--- src/rtl/inst_fetch_queue.sv ---
// rtl/inst_fetch_queue.sv - decoupled instruction fetch front-end with in-order response queue
// Optional same-cycle response bypass to the head outputs: FETCH_BYPASS_EN.
module inst_fetch_queue #(
    parameter int          DEPTH    = 4,
    parameter logic [31:0] RESET_PC = 32'h0000_0000
) (
    input  logic        clk,
    input  logic        rst,
    input  logic        redirect_valid,
    input  logic [31:0] redirect_pc,
    output logic        imem_req_valid,
    input  logic        imem_req_ready,
    output logic [31:0] imem_req_addr,
    input  logic        imem_rsp_valid,
    input  logic [31:0] imem_rsp_data,
    output logic        out_valid,
    input  logic        out_ready,
    output logic [31:0] out_inst,
    output logic [31:0] out_pc,
    output logic [31:0] out_pc_4
);
    localparam int PW = $clog2(DEPTH);
    localparam int CW = PW + 1;
    localparam logic [CW:0] DEPTH_S = (CW+1)'(DEPTH);

    logic [31:0]   fetch_pc_q;
    logic [31:0]   rsp_pc_q;
    logic [31:0]   inst_q [DEPTH];
    logic [31:0]   pc_q   [DEPTH];
    logic [PW-1:0] head_q;
    logic [PW-1:0] tail_q;
    logic [CW-1:0] count_q;
    logic [CW-1:0] inflight_q;
    logic [CW-1:0] drop_q;

    logic credit_ok;
    logic req_fire;
    logic rsp_fire;
    logic rsp_keep;
    logic q_empty;
    logic push;
    logic pop;

    // Queue slots plus outstanding requests never exceed DEPTH, so a kept
    // response always finds room.
    assign credit_ok      = ({1'b0, count_q} + {1'b0, inflight_q}) < DEPTH_S;
    assign imem_req_valid = rst & ~redirect_valid & credit_ok;
    assign imem_req_addr  = fetch_pc_q;
    assign req_fire       = imem_req_valid & imem_req_ready;
    assign rsp_fire       = imem_rsp_valid & (inflight_q != '0);
    assign rsp_keep       = rsp_fire & (drop_q == '0) & ~redirect_valid;
    assign q_empty        = (count_q == '0);

`ifdef FETCH_BYPASS_EN
    logic bypass;
    assign bypass    = q_empty & rsp_keep;
    assign out_valid = ~redirect_valid & (~q_empty | bypass);
    assign out_inst  = bypass ? imem_rsp_data : inst_q[head_q];
    assign out_pc    = bypass ? rsp_pc_q : pc_q[head_q];
    // A bypassed word that is consumed immediately never occupies a slot.
    assign push      = rsp_keep & ~(bypass & out_ready);
`else
    assign out_valid = ~redirect_valid & ~q_empty;
    assign out_inst  = inst_q[head_q];
    assign out_pc    = pc_q[head_q];
    assign push      = rsp_keep;
`endif
    assign out_pc_4  = out_pc + 32'd4;
    assign pop       = out_valid & out_ready & ~q_empty;

    always_ff @(posedge clk) begin
        if (!rst) begin
            fetch_pc_q <= RESET_PC;
            rsp_pc_q   <= RESET_PC;
            head_q     <= '0;
            tail_q     <= '0;
            count_q    <= '0;
            inflight_q <= '0;
            drop_q     <= '0;
            for (int i = 0; i < DEPTH; i++) begin
                inst_q[i] <= '0;
                pc_q[i]   <= '0;
            end
        end else if (redirect_valid) begin
            // Everything still in flight is stale; a response landing now is
            // discarded directly instead of being counted in drop.
            fetch_pc_q <= redirect_pc;
            rsp_pc_q   <= redirect_pc;
            head_q     <= '0;
            tail_q     <= '0;
            count_q    <= '0;
            inflight_q <= inflight_q - CW'(rsp_fire);
            drop_q     <= inflight_q - CW'(rsp_fire);
        end else begin
            if (req_fire) begin
                fetch_pc_q <= fetch_pc_q + 32'd4;
            end
            inflight_q <= inflight_q + CW'(req_fire) - CW'(rsp_fire);
            if (rsp_fire && drop_q != '0) begin
                drop_q <= drop_q - CW'(1);
            end
            if (rsp_keep) begin
                rsp_pc_q <= rsp_pc_q + 32'd4;
            end
            if (push) begin
                inst_q[tail_q] <= imem_rsp_data;
                pc_q[tail_q]   <= rsp_pc_q;
                tail_q         <= tail_q + PW'(1);
            end
            if (pop) begin
                head_q <= head_q + PW'(1);
            end
            count_q <= count_q + CW'(push) - CW'(pop);
        end
    end
endmodule

--- config.mk ---
export PLATFORM = sky130hd
export DESIGN_NAME = inst_fetch_queue
export DESIGN_NICKNAME = d
export VERILOG_FILES = /design/src/rtl/inst_fetch_queue.sv
export SDC_FILE = /design/constraint.sdc
export NUM_CORES = 1
export LEC_CHECK = 0
export CAP_MARGIN = 20
export CORE_MARGIN = 3
export CORE_UTILIZATION = 60
export CTS_CLUSTER_DIAMETER = 100
export DETAILED_ROUTE_END_ITERATION = 8
export GPL_ROUTABILITY_DRIVEN = 1
export HOLD_SLACK_MARGIN = 0.1
export PLACE_DENSITY = 0.86
export SETUP_SLACK_MARGIN = 0.2
export SLEW_MARGIN = 20
export SYNTH_ARGS = -nofsm -noshare
export SYNTH_HDL_FRONTEND = slang
export SYNTH_SLANG_ARGS = --single-unit
export TNS_END_PERCENT = 100
--- constraint.sdc ---
create_clock -name clk -period 13.85 [get_ports clk]
set_input_delay 4.155 -clock clk [delete_from_list [all_inputs] [get_ports clk]]
set_output_delay 4.155 -clock clk [all_outputs]
set_load 0.01 [all_outputs]
==> results of run 1 <==
[placed cells by master, fill, tap and decap left out, types with 5 or more instances in the layout]
master,count
a211oi_1,9
a31oi_1,6
edfxtp_1,256
clkbuf_16,37
xnor2_1,47
clkdlybuf4s50_1,199
ha_1,13
mux2i_1,5
nor4_1,12
a21oi_1,53
nand2_1,109
clkinv_1,6
buf_4,12
and3_1,20
and4_1,9
nand3_1,37
dfxtp_1,77
clkbuf_1,6
clkinv_2,6
nor3_1,11
mux4_2,64
nor2_1,224
o21ai_0,28
inv_1,85
and2_1,12
xor2_1,31
or3_1,5
nand4_1,32
[stage by stage]
step           total power, uW  hold slack [ns]
6_report                  2460            0.460
5_1_grt                   2540            0.488
4_1_cts                   2470            0.460
3_5_place_dp              1550            0.449
3_3_place_gp              1540            0.448
2_1_floorplan             1400            0.437
[cell usage after synthesis (2+ instances only)]
cell type,count
nand4_1,32
clkbuf_1,48
and2_1,12
nor4_2,2
nand2_1,110
nor3_4,2
nor2_1,224
buf_1,7
nand3_1,37
o2bb2ai_1,2
nor3_1,12
edfxtp_1,256
o311ai_0,2
and4_1,9
nor3b_1,2
inv_1,86
dfxtp_1,79
o21ai_0,31
nor3_2,3
buf_2,13
o211ai_1,2
o211a_1,2
a31oi_1,6
and3_1,20
or3_1,5
o21a_1,2
nor4_1,12
buf_6,2
mux4_2,64
nor2b_1,2
xor2_1,31
a21oi_1,53
mux2_2,2
a211oi_1,9
buf_4,3
ha_1,13
nand3_2,2
xnor2_1,47
nand2b_1,5
a311oi_1,2
fa_1,2
mux2i_1,5
[power by group through the flow]
stage,clock network [uW],registers [uW],logic (uW)
floorplan,0,1200,196
global placement,0,1200,336
detailed placement,0,1210,347
CTS,928,1190,351
global route,965,1200,378
finish,922,1190,350
[flip-flops by register name, indices dropped and copies added, names as in the netlist, named ones only]
register and flops:
pc_q 128, imem_req_addr 32, inflight_q 3, count_q 3
head_q 2, drop_q 3, tail_q 2, inst_q 128
rsp_pc_q 32
[worst reg2reg max path: stages (launching register included)]
cell and delay, ns:
dfxtp_1 0.42, ha_1 0.26, a311oi_1 0.42, and3_1 0.61, inv_2 0.37, ha_1 0.40, inv_1 0.04, ha_1 0.18
fa_1 0.38, xor2_1 0.15, o21ai_0 0.19, xnor2_1 0.14, nor2_1 0.05
[logic make-up after synthesis]
kind of cell	after synthesis
AO/OA/AOI/OAI	114
multiplexers	71
adder cells (fa/ha/maj)	15
XOR/XNOR	78
flip-flops	335
buffers and inverters	162
AND/OR/NAND/NOR	500
[cell type report]
type / count / area (um2)
Sequential cell: 335 / 9270
Fill cell: 1483 / 6060
Multi-Input combinational cell: 778 / 5450
Timing Repair Buffer: 212 / 2110
Clock buffer: 45 / 976
Tap cell: 324 / 405
Inverter: 87 / 327
Clock inverter: 16 / 150
[metal layers]
metal | share of wire (%) | up-vias
met5 | 0 | -
met4 | 2.1 | 0
met3 | 8.6 | 68
met2 | 51 | 550
met1 | 38 | 5344
li1 | - | 4889
[final timing paths]
| path | from | end | slack, ns | depth (start not counted) |
|---|---|---|---|---|
| max reg2reg | count_q[1]$_SDFF_PP0_ | inflight_q[2]$_SDFF_PN0_ | 10.14 | 12 |
| min reg2reg | imem_req_addr[1]$_SDFFE_PN0P_ | imem_req_addr[1]$_SDFFE_PN0P_ | 0.46 | 2 |
| max | rst | imem_req_valid | 3.77 | 5 |
| min | imem_req_addr[1]$_SDFFE_PN0P_ | imem_req_addr[1]$_SDFFE_PN0P_ | 0.46 | 2 |
==> results.cfg, run 1 <==
[yosys]
syn-cell-area_um2 = 15300
yosysTopAreaCell = edfxtp_1
synthCells = 1275
synthXorXnorAreaFrac_pct = 4.45
synthMuxAreaShare_pct = 9.87
synth_cell_type_count = 57
ys_seq_elements = 335
synthTopCellsByArea = edfxtp_1 (50%), dfxtp_1 (10%), mux4_2 (9.4%)
synth-simple-area-share_pct = 15.3
synth-edff-count = 256
synth_top_family_by_area = simple AND/OR/NAND/NOR gates
syn_area_per_cell_um2 = 12.0
ys_async_sr_fraction_pct = 0
ys_seq_area_share_pct = 60.4
yosysWarningCount = 0
synth-compound-area-share_pct = 4.26
synthFlopType = edfxtp_1
yosysTopAreaCellShare_pct = 50.1
synthAdderAreaFrac_pct = 1.32
synth_nets = 1360

[global_route]
antenna_found_initial = 0
grt_use_met2_pct = 45.8
grt_usage_pct = 26.7
grt_pass1_wl_um = 58900
grt_overflow = 0
grt_max_degree = 86
grtUsageMet3_pct = 4.67
met1_usage_pct = 36.1
busiest_layer = met2
grt_pass1_vias = 10700

[power]
p_leak_uw = 0.00692
seqPwrFrac_pct = 48.3
pwr-share-comb_pct = 14.2
p_int_uw = 1860
vdd_drop_max_mv = 0.0992
p_per_area_nw_per_um2 = 132
switching_share_pct = 24.6
switchingPower_uw = 606
pwr-share-clk_pct = 37.5

[min_path]
holdCritPathClass = flip-flop to flip-flop

[layout]
area_delta_synth_final_pct = 21.8
final_util_pct = 75.5
drive_above_1_share_pct = 10.5
instances_no_fill = 1797
final_cell_area_um2 = 18700
num_antenna_cells = 0
nets = 1534

[clocking]
cts_tree = done
cts_buffer_depth = 3
numCtsBuffers = 35
cts_root_buffer = clkbuf_16
post_cts_buffers = 0
clock_latency_ns = 0.51
cts_resized = 0
path_clk_slew_ns = 0.05
cts_hold_buf = 0
cts_max_level = 2
cts_sinks = 335

[critical_path]
cp_data_arrival_time_ns = 5.92
cp.buffers_inverters = 3
crit_required_ns = 9.69
slowest_stage = clkdlybuf4s50_1
cp-start-kind = primary input
path_cells = clkdlybuf4s50_1, buf_4, nor3b_2, and2_1, clkdlybuf4s50_1
crit_top_cell = clkdlybuf4s50_1
crit_type = primary input to output pin
cp_max_fo = 35
crit_path_end_kind = output pin
critPathTopFamily = buffers and inverters
max_stage_delay_ns = 0.53

[drt]
vias_per_cell = 6.04
ant_nets = 0
drt-pass1-iter-count = 5
num_vias = 10900
routed_wl_um = 37700
route.detailed.wl_per_inst_um = 21.0
remaining_drc_errors = 0
drt_iter0_markers = 905

[timing]
tns_ns = 0
slew_headroom_pct = 21.3
setup_ws_ns = 3.77
rsz0062_at_grt = no
setup_viol = 0
period_share_pct = 72.8
slew_violations = 0
fin_skew_ns = 0.00902
tightest_slew_ns = 1.17
finalCriticalPeriod_ns = 10.08
fmax_mhz = 99.2
hold_viol_final = 0

[die]
rows = 57
dieWidth_um = 166
die_h_um = 166
pin_count = 200
die_area_um2 = 27500
initial_utilization_pct = 62.0
core_area_um2 = 24700

[placement]
preCtsSetupSlack_ns = 3.77
hpwl_um = 22800
dp.cells = 1736
placed_area_um2 = 17600
gp_congestion = 0.857
io_buffer_count = 199

[run]
cap_violations = 0

[status]
run_status = finished, final reports clean
Note: power is estimated with default switching activity, not from simulation.
==> inputs of run 2 (changes only) <==
CORE_UTILIZATION = 56   (was 60)
PLACE_DENSITY = 0.81   (was 0.86)
clock period = 9.85 ns   (was 13.85 ns; I/O delays follow)
==> results.cfg, run 2 (same netlist as run 1, synthesis figures left out) <==
[critical_path]
cp_max_fo = 35
crit_top_cell = clkdlybuf4s50_1
slowest_stage = clkdlybuf4s50_1
path_cells = clkdlybuf4s50_1, buf_4, nor3b_2, and2_1, clkdlybuf4s50_1
crit_required_ns = 6.90
cp-start-kind = primary input
max_stage_delay_ns = 0.54
crit_type = primary input to output pin
reg2regPathDepth = 12
cp_data_arrival_time_ns = 4.76
crit_path_end_kind = output pin

[layout]
mostFrequentLayoutCells = edfxtp_1 (256), nor2_1 (224), clkdlybuf4s50_1 (199)
seqCellArea_um2 = 9270
area_delta_synth_final_pct = 22.0
biggestRegsByFlops = inst_q: 128 flops, pc_q: 128 flops
final_cell_area_um2 = 18700
multiInputGateArea_um2 = 5450
n_fill_cell = 1772
final_util_pct = 70.6
drive_above_1_share_pct = 10.5
num_antenna_cells = 0
nets = 1533
final_common_cell = edfxtp_1

[clocking]
clock_latency_ns = 0.51
cts_root_buffer = clkbuf_16
path_clk_slew_ns = 0.06
post_cts_buffers = 0
cts_max_level = 2
cts_resized = 0
cts_hold_buf = 0
cts_sinks = 335
cts_tree = done
cts_buffer_depth = 3
numCtsBuffers = 35

[power]
vdd_drop_max_mv = 0.110
p_per_area_nw_per_um2 = 186
p_leak_uw = 0.00693

[placement]
preCtsSetupSlack_ns = 2.14
hpwl_um = 22000
io_buffer_count = 199
placed_area_um2 = 17500
gp_congestion = 0.870

[timing]
tns_ns = 0
slew_headroom_pct = 27.0
fmax_mhz = 130
hold_ws_ns = 0.462
period_share_pct = 78.4
slew_violations = 0
tightest_slew_ns = 1.09
fin_skew_ns = 0.00864
setup_viol = 0
setup_ws_ns = 2.13
rsz0062_at_grt = no
hold_viol_final = 0
finalCriticalPeriod_ns = 7.72

[drt]
vias_per_cell = 5.90
route.detailed.wl_per_inst_um = 19.9
num_vias = 10700
remaining_drc_errors = 0
drt-pass1-iter-count = 5
drt_iter0_markers = 979
ant_nets = 0
routed_wl_um = 36000

[die]
initial_utilization_pct = 57.9
die_area_um2 = 29400
rows = 59
core_area_um2 = 26500
dieWidth_um = 172
die_h_um = 172
pin_count = 200

[global_route]
grt_usage_pct = 24.4
antenna_found_initial = 0
grt_overflow = 0
grt_pass1_vias = 10700
grt_max_degree = 86
grt_pass1_wl_um = 56200

[min_path]
holdCritPathClass = flip-flop to flip-flop
hold_depth = 2

[status]
run_status = finished, final reports clean

[run]
cap_violations = 0
==> run 2: cell types whose count changed in the layout (fill, tap and decap cells not counted) <==
cell / change
inv_1: -1
clkinv_2: -3
clkbuf_4: +1
buf_16: -1
clkbuf_1: +3
inv_2: +1
clkinv_1: -2
clkbuf_16: +2
==> run 2: per-stage QoR <==
stage / std cells / total power (uW)
after floorplan: 1275 / 1970
after global placement: 1746 / 2160
after detailed placement: 1746 / 2180
after CTS: 1808 / 3500
after global routing: 1808 / 3610
final: 1808 / 3490
==> run 2: per-layer routing <==
metal / wire (um) / vias to the layer above / track usage [%]
met5: 0 / - / 0
met2: 17900 / 488 / 40.6
met1: 14500 / 5205 / 33.5
met3: 2770 / 66 / 4.14
met4: 778 / 0 / 7.07
li1: - / 4901 / -
==> run 2: cell type report <==
type | instances | area share [%]
clock buffers | 51 | 5.58
well taps | 335 | 2.24
repair buffers | 211 | 11.1
clock inverters | 11 | 0.682
inverters | 87 | 1.74
multi-input cells | 778 | 29.1
flip-flops and latches | 335 | 49.5
==> run 2: path summary, 6_finish.rpt <==
check	start	to	slack, ns
worst min register to register	imem_req_addr[0]$_SDFFE_PN0P_	imem_req_addr[0]$_SDFFE_PN0P_	0.46
worst min-delay path	imem_req_addr[0]$_SDFFE_PN0P_	imem_req_addr[0]$_SDFFE_PN0P_	0.46
worst max-delay path	rst	imem_req_valid	2.13
worst max register to register	inflight_q[2]$_SDFF_PN0_	inflight_q[2]$_SDFF_PN0_	6.13
==> run 2: critical path, delay by kind of cell <==
family	cells	cell delay, ns
buf+inv	3	1.34
simple gates	2	0.46
==> run 2: power by group <==
group	internal, uW	switching, uW	total [uW]
registers	1620	55.1	1670
clock network	815	519	1330
logic	216	269	485
